**src/rtl/conv_output_writer.sv**
```systemverilog
// Packs one convolution result bit per cycle into DATA_W-bit words and writes
// them to output SRAM, with row-end / frame-end flushes and overflow guarding.
module conv_output_writer #(
    parameter int unsigned          DATA_W    = 16,
    parameter int unsigned          ADDR_W    = 12,
    parameter logic [ADDR_W-1:0]    BASE_ADDR = '0
) (
    input  logic              clk,
    input  logic              reset_b,
    input  logic              start,
    input  logic              res_valid,
    input  logic              res_bit,
    input  logic              row_end,
    input  logic              frame_end,
    output logic [ADDR_W-1:0] dut_sram_write_address,
    output logic [DATA_W-1:0] dut_sram_write_data,
    output logic              dut_sram_write_enable,
    output logic              writer_done,
    output logic              writer_busy,
    output logic [ADDR_W-1:0] words_written,
    output logic              addr_overflow
);

    localparam int unsigned IW = $clog2(DATA_W + 1);
    localparam int unsigned PW = $clog2(DATA_W);

    typedef enum logic [1:0] {IDLE, RUN, FLUSH, DONE} state_t;

    state_t            state_q, state_d;
    logic [DATA_W-1:0] pack_q, pack_d;
    logic [IW-1:0]     idx_q, idx_d;
    // One extra MSB marks that the address has run past the top of the SRAM.
    logic [ADDR_W:0]   addr_q, addr_d;
    logic [ADDR_W-1:0] wr_addr_q, wr_addr_d;
    logic [DATA_W-1:0] wr_data_q, wr_data_d;
    logic              wr_en_q, wr_en_d;
    logic              done_q, done_d;
    logic              busy_q, busy_d;
    logic [ADDR_W-1:0] cnt_q, cnt_d;
    logic              ovf_q, ovf_d;

    logic [DATA_W-1:0] word;
    logic [IW-1:0]     idx_n;
    logic              req;

    always_comb begin
        state_d   = state_q;
        pack_d    = pack_q;
        idx_d     = idx_q;
        addr_d    = addr_q;
        wr_addr_d = wr_addr_q;
        wr_data_d = wr_data_q;
        wr_en_d   = 1'b0;
        done_d    = 1'b0;
        busy_d    = busy_q;
        cnt_d     = cnt_q;
        ovf_d     = ovf_q;
        word      = pack_q;
        idx_n     = idx_q;
        req       = 1'b0;

        if (start) begin
            state_d = RUN;
            pack_d  = '0;
            idx_d   = '0;
            addr_d  = {1'b0, BASE_ADDR};
            cnt_d   = '0;
            ovf_d   = 1'b0;
            busy_d  = 1'b1;
        end else begin
            case (state_q)
                RUN: begin
                    if (res_valid) begin
                        word[idx_q[PW-1:0]] = res_bit;
                        idx_n = idx_q + IW'(1);
                    end
                    // A full word and a row end in the same cycle still yield one write.
                    req    = (idx_n == IW'(DATA_W)) || (row_end && (idx_n != '0));
                    pack_d = req ? '0 : word;
                    idx_d  = req ? '0 : idx_n;
                    if (frame_end) begin
                        state_d = FLUSH;
                    end
                end
                FLUSH: begin
                    if (idx_q != '0) begin
                        req    = 1'b1;
                        pack_d = '0;
                        idx_d  = '0;
                    end else begin
                        done_d  = 1'b1;
                        busy_d  = 1'b0;
                        state_d = DONE;
                    end
                end
                DONE:    state_d = IDLE;
                default: state_d = IDLE;
            endcase
        end

        if (req) begin
            if (addr_q[ADDR_W]) begin
                ovf_d = 1'b1;
            end else begin
                wr_en_d   = 1'b1;
                wr_addr_d = addr_q[ADDR_W-1:0];
                wr_data_d = word;
                addr_d    = addr_q + (ADDR_W + 1)'(1);
                cnt_d     = cnt_q + ADDR_W'(1);
            end
        end
    end

    always_ff @(posedge clk or negedge reset_b) begin
        if (!reset_b) begin
            state_q   <= IDLE;
            pack_q    <= '0;
            idx_q     <= '0;
            addr_q    <= {1'b0, BASE_ADDR};
            wr_addr_q <= '0;
            wr_data_q <= '0;
            wr_en_q   <= 1'b0;
            done_q    <= 1'b0;
            busy_q    <= 1'b0;
            cnt_q     <= '0;
            ovf_q     <= 1'b0;
        end else begin
            state_q   <= state_d;
            pack_q    <= pack_d;
            idx_q     <= idx_d;
            addr_q    <= addr_d;
            wr_addr_q <= wr_addr_d;
            wr_data_q <= wr_data_d;
            wr_en_q   <= wr_en_d;
            done_q    <= done_d;
            busy_q    <= busy_d;
            cnt_q     <= cnt_d;
            ovf_q     <= ovf_d;
        end
    end

    assign dut_sram_write_address = wr_addr_q;
    assign dut_sram_write_data    = wr_data_q;
    assign dut_sram_write_enable  = wr_en_q;
    assign writer_done            = done_q;
    assign writer_busy            = busy_q;
    assign words_written          = cnt_q;
    assign addr_overflow          = ovf_q;

endmodule
```
**config.mk**
```make
export PLATFORM = sky130hd
export DESIGN_NAME = conv_output_writer
export DESIGN_NICKNAME = d
export VERILOG_FILES = /design/src/rtl/conv_output_writer.sv
export SDC_FILE = /design/constraint.sdc
export NUM_CORES = 1
export LEC_CHECK = 0
export CAP_MARGIN = 15
export CORE_MARGIN = 2
export CORE_UTILIZATION = 45
export CTS_CLUSTER_SIZE = 12
export DETAILED_ROUTE_END_ITERATION = 10
export DONT_BUFFER_PORTS = 1
export GPL_ROUTABILITY_DRIVEN = 0
export PLACE_DENSITY = 0.59
export SETUP_SLACK_MARGIN = 0.2
export SYNTH_ARGS = -nofsm -noshare
export SYNTH_HDL_FRONTEND = slang
export SYNTH_SLANG_ARGS = --single-unit
```
**constraint.sdc**
```tcl
create_clock -name clk -period 5.1 [get_ports clk]
set_input_delay 0.765 -clock clk [delete_from_list [all_inputs] [get_ports clk]]
set_output_delay 0.765 -clock clk [all_outputs]
set_load 0.1 [all_outputs]
```
# Yosys cells after proc, flatten, opt, wreduce, memory -nomap -nowiden
# Index checks and enable logic that the tools add are counted.
# totals
reg_bits	80
output_inout_bits	44
# classes
n_addsub	3
n_lt_le_gt_ge	2
n_eq_ne	7
muxes	41
bitwise	1
reduce_logical	11
# ops
cell	n
16-bit two-way mux	6
13-bit two-way mux	3
12-bit two-way mux	3
16-bit case mux with 2 select lines	1
5-bit two-way mux	6
16-bit bitwise mux	1
1-bit two-way mux	14
13-bit by 1-bit adder with 13-bit output, second input constant	1
12-bit by 1-bit adder with 12-bit output, second input constant	1
5-bit case mux with 2 select lines	1
5-bit nonzero test	2
3-bit inequality test, second input constant	3
2-bit AND reduction	4
2-bit two-way mux	3
5-bit by 1-bit adder with 5-bit output, second input constant	1
5-bit == test, second input constant	1
4-bit by 5-bit < comparator with 1-bit output, second input constant	1
1-bit demux with 4-bit select	1
4-bit by 1-bit >= comparator with 1-bit output, second input constant	1
2-bit case mux with 2 select lines	1
3-bit nonzero test	1
2-bit by 1-bit == test with 1-bit output, second input constant	1
2-bit == test, second input constant	1
1-bit logical AND	2
other kinds (5)	5

# Logic depth before layout (Yosys ltp)
# depth
ltp_word	10
depth_mapped	9
ltp_nobuf	8

# Worst setup path after synthesis
# No wires, ideal clock.
# synth_timing
kind	flip-flop to flip-flop
from	register idx_q[0]
to	register cnt_q[9], in the netlist words_written[9]
setup_ns	0.094
arrival_ns	2.387
slack_ns	2.620
stages_incl_launch_ff	10
period_less_slack_ns	2.480
path_cell_list	dfrtp_1 -> inv_1 -> ha_1 -> nor4bb_1 -> o21a_2 -> o31a_1 -> buf_4 -> a211o_2 -> nor3_2 -> mux2i_1
# synth_via
elab_chain_len	10
# synth_rtl
item	line_no	text
from (decl)	31	logic [IW-1:0] idx_q, idx_d;
from (signal assigned)	130	idx_q <= idx_d;
5-bit by 1-bit adder with 5-bit output	75	idx_n = idx_q + IW'(1);
5-bit two-way mux	73	if (res_valid) begin
5-bit two-way mux	71	case (state_q)
5-bit two-way mux	62	if (start) begin
5-bit nonzero test	78	req = (idx_n == IW'(DATA_W)) || (row_end && (idx_n != '0));
1-bit logical AND	78	
1-bit logical OR	78	
1-bit case mux with 2 select lines (*)	71	
1-bit two-way mux (*)	62	
12-bit two-way mux (*)	101	if (req) begin
net cnt_d[9]	39	logic [ADDR_W-1:0] cnt_q, cnt_d;
to (signal assigned)	137	cnt_q <= cnt_d;
to (decl)	39	
# Mark *: on every way through the listed nets, which the timed path passes. The rest lies on a longest branch. The select of a mux whose other input is x is not followed.
# A chain may end at the register's enable or synchronous reset.

# Final worst setup path
# layout_timing
from	register idx_q[0]
to	register idx_q[1]
# layout_via
elab_chain_len	10
# layout_rtl
item	line_no	text
5-bit by 1-bit adder with 5-bit output	75	
5-bit two-way mux	73	
5-bit two-way mux	71	
5-bit two-way mux	62	
5-bit nonzero test	78	
1-bit logical AND	78	
1-bit logical OR	78	
5-bit two-way mux	80	idx_d = req ? '0 : idx_n;
5-bit case mux with 2 select lines	71	
5-bit two-way mux	62	
# Parallel ways exist; a longest one is shown, timed or not. The select of a mux whose other input is x is not followed.

==> flow_summary.yaml <==
sta:
  hold_viol_final: 0
  timing.fmax_mhz: 351
  fin_ws_ps: 2250
  setup_viol: 0
  worst_pin_slew_ps: 1060
  drv_slew: 0
  relSlewSlack_pct: 29.4
  min_period_ps: 2850
  rsz0062_at_grt: "false"
  hold_ws_ps: 89.7
  fin_skew_ps: 10.3
  period_share_pct: 55.8
  setup_tns_ps: 0
clocking:
  insertion_delay_ps: 360
  cts_resized: 0
  htreeDepth: 3
  clk_pin_slew_ps: 90
  cts_buffers: 9
  hold_buffers: 0
  post_cts_buffers: 0
  clock-sinks: 80
  cts_buffer_depth: 2
  tritoncts: "built"
  clk_root_buffer_cell: "clkbuf_8"
floorplanning:
  rows: 35
  dieHeight_microns: 100
  die_w_microns: 100
  die_area_sq_um: 10100
  ios: 51
  initial_core_util_pct: 45.8
  core_area_sq_um: 9110
run:
  cap_violations: 0
synth:
  synth_cell_types: 60
  syn_inst: 413
  synth_area_sq_um: 4180
  syn_avg_cell_area_sq_um: 10.1
  ys_seq_elements: 80
  syn_nets: 428
  synth_flop_cell: "dfrtp_1"
  synth_edf_count: 0
  async_reset_ff_share_pct: 100
  yosysSeqAreaShare_pct: 47.9
  yosysWarnings: 0
setup_path:
  critPathKind: "flop to flop"
  critPathCaptureType: "flop"
  start_kind: "flop"
  cp.arrival_ps: 3100
  critPathRequiredTime_ps: 5350
  slowest_delay_ps: 570
  crit_fanout: 16
  worst_path_max_delay_cell: "o21ai_2"
  worstPathCellList: "inv_1, ha_1, nor4bb_1, o21a_2, nor3_1, o21ai_2, o21ai_0, a32o_1"
power:
  share_comb_of_total_power_pct: 14.3
  peakVddDrop_v: 0.000161
  powerDensity_nw_per_um2: 315
  pwr-share-seq_pct: 53.5
  sw_frac_of_total_pct: 34.5
  leakage_nw: 1.98
  switching_power_uw: 483
  clockPowerShare_pct: 32.2
  finalPower_mw: 1.40
  p_int_uw: 917
placement:
  placed_area_sq_um: 4240
  dp_cells: 504
  dpl_worst_slack_ps: 1930
  dp_hpwl_microns: 6030
  portBuffers: 0
global_route:
  grtUsageTotal_pct: 19.4
  first_global_vias: 3029
  grt_overflow: 0
  grt_max_degree: 81
  antenna_found_initial: 0
  grt_pass1_wl_microns: 15400
routing:
  drc: 0
  dr.pass1.iters: 4
  wl_met2_microns: 4320
  drt_wl_total_microns: 9150
  wl_met1_microns: 4220
  final_antenna_net_count: 0
  vias_per_cell: 5.81
  top_layer_used: "met4"
  met3_length_microns: 380
  wire_per_inst_microns: 17.6
  dr_total_vias: 3025
  drt_iter0_markers: 163
cells_and_area:
  stdcell_area_sq_um: 4450
  fin_util_pct: 48.8
  layout_commonest_cell: "dfrtp_1"
  final_cell_mix: "dfrtp_1 (80), nand2_1 (47), o21ai_0 (37)"
  layout.nets: 420
  final_layout_size_suffix_gt1_share_pct: 10.2
  stdcell_count: 521
  insertedDiodeCount: 0
  area_growth_pct: 6.47
min_path:
  holdCritPathClass: "primary input to async pin"
status:
  status: "completed"
-- power groups by stage --
stage	clock (mW)	sequential [mW]	combinational, mW
2_1_floorplan	0	0.756	0.166
4_1_cts	0.462	0.750	0.199
3_3_place_gp	0	0.762	0.191
6_report	0.451	0.749	0.200
3_5_place_dp	0	0.762	0.198
5_1_grt	0.486	0.752	0.225
-- critical path: cells and delay by family (launching register included) --
family          cells  cell delay (ps)
compound gates      4             1310
fa+ha+maj           1              380
buf+inv             1              110
flops               1              470
simple gates        2              460
-- cells by family after synthesis --
| family | synth area share, % |
|---|---|
| AOI/OAI and AO/OA | 16.8 |
| xor gates and xnor gates | 2.28 |
| adders and majority gates | 2.40 |
| buffers and inverters | 3.45 |
| DFF | 47.9 |
| muxes | 8.99 |
| and+or+nand+nor | 18.1 |
-- metal layers --
| metal | vias to the layer above | track usage (%) |
|---|---|---|
| met2 | 58 | 30.2 |
| li1 | 1473 | - |
| met1 | 1478 | 25.6 |
| met4 | 0 | 8.64 |
| met5 | - | 0 |
| met3 | 16 | 4.74 |
-- area by class of cell --
cell class / instances / area (sq um)
Clock buffer: 10 / 138
Tap cell: 111 / 139
Timing Repair Buffer: 2 / 31.3
Sequential cell: 80 / 2000
Fill cell: 839 / 4660
Clock inverter: 6 / 52.6
Inverter: 13 / 48.8
Multi-Input combinational cell: 299 / 2030
-- synthesized netlist by cell type (all sizes together), types with 4 or more instances --
master / number / area (sq um)
nand2b: 15 / 93.8
a21oi: 11 / 55.1
dfrtp: 80 / 2000
a22o: 14 / 123
nand3b: 4 / 30.0
nand3: 6 / 30.0
mux2: 12 / 135
buf: 6 / 38.8
nor2b: 6 / 37.5
mux2i: 24 / 240
ha: 8 / 100
xnor2: 8 / 77.6
o21ai: 43 / 219
o31ai: 5 / 37.5
nand2: 48 / 183
clkbuf: 15 / 56.3
nor3: 11 / 70.1
nand4: 11 / 75.1
inv: 13 / 48.8
nor2: 27 / 104
-- flip-flops by register name (all words and copies together) (netlist names), 2 cells and up --
signal / flops
addr_q: 13
idx_q: 5
state_q: 2
words_written: 12
dut_sram_write_address: 12
dut_sram_write_data: 16
pack_q: 16
-- worst paths after layout --
path / endpoint / slack, ps / from / depth (start not counted)
setup / recovery: idx_q[1] / 2250 / idx_q[0] / 8
hold / removal: words_written[6] / 90 / reset_b / 0
setup reg to reg: idx_q[1] / 2250 / idx_q[0] / 8
hold reg to reg: pack_q[6] / 500 / pack_q[6] / 1
max in group asynchronous: idx_q[3] / 4840 / reset_b / 0
min in group clk: writer_done / 460 / start / 1
(Power assumes the default switching activity.)
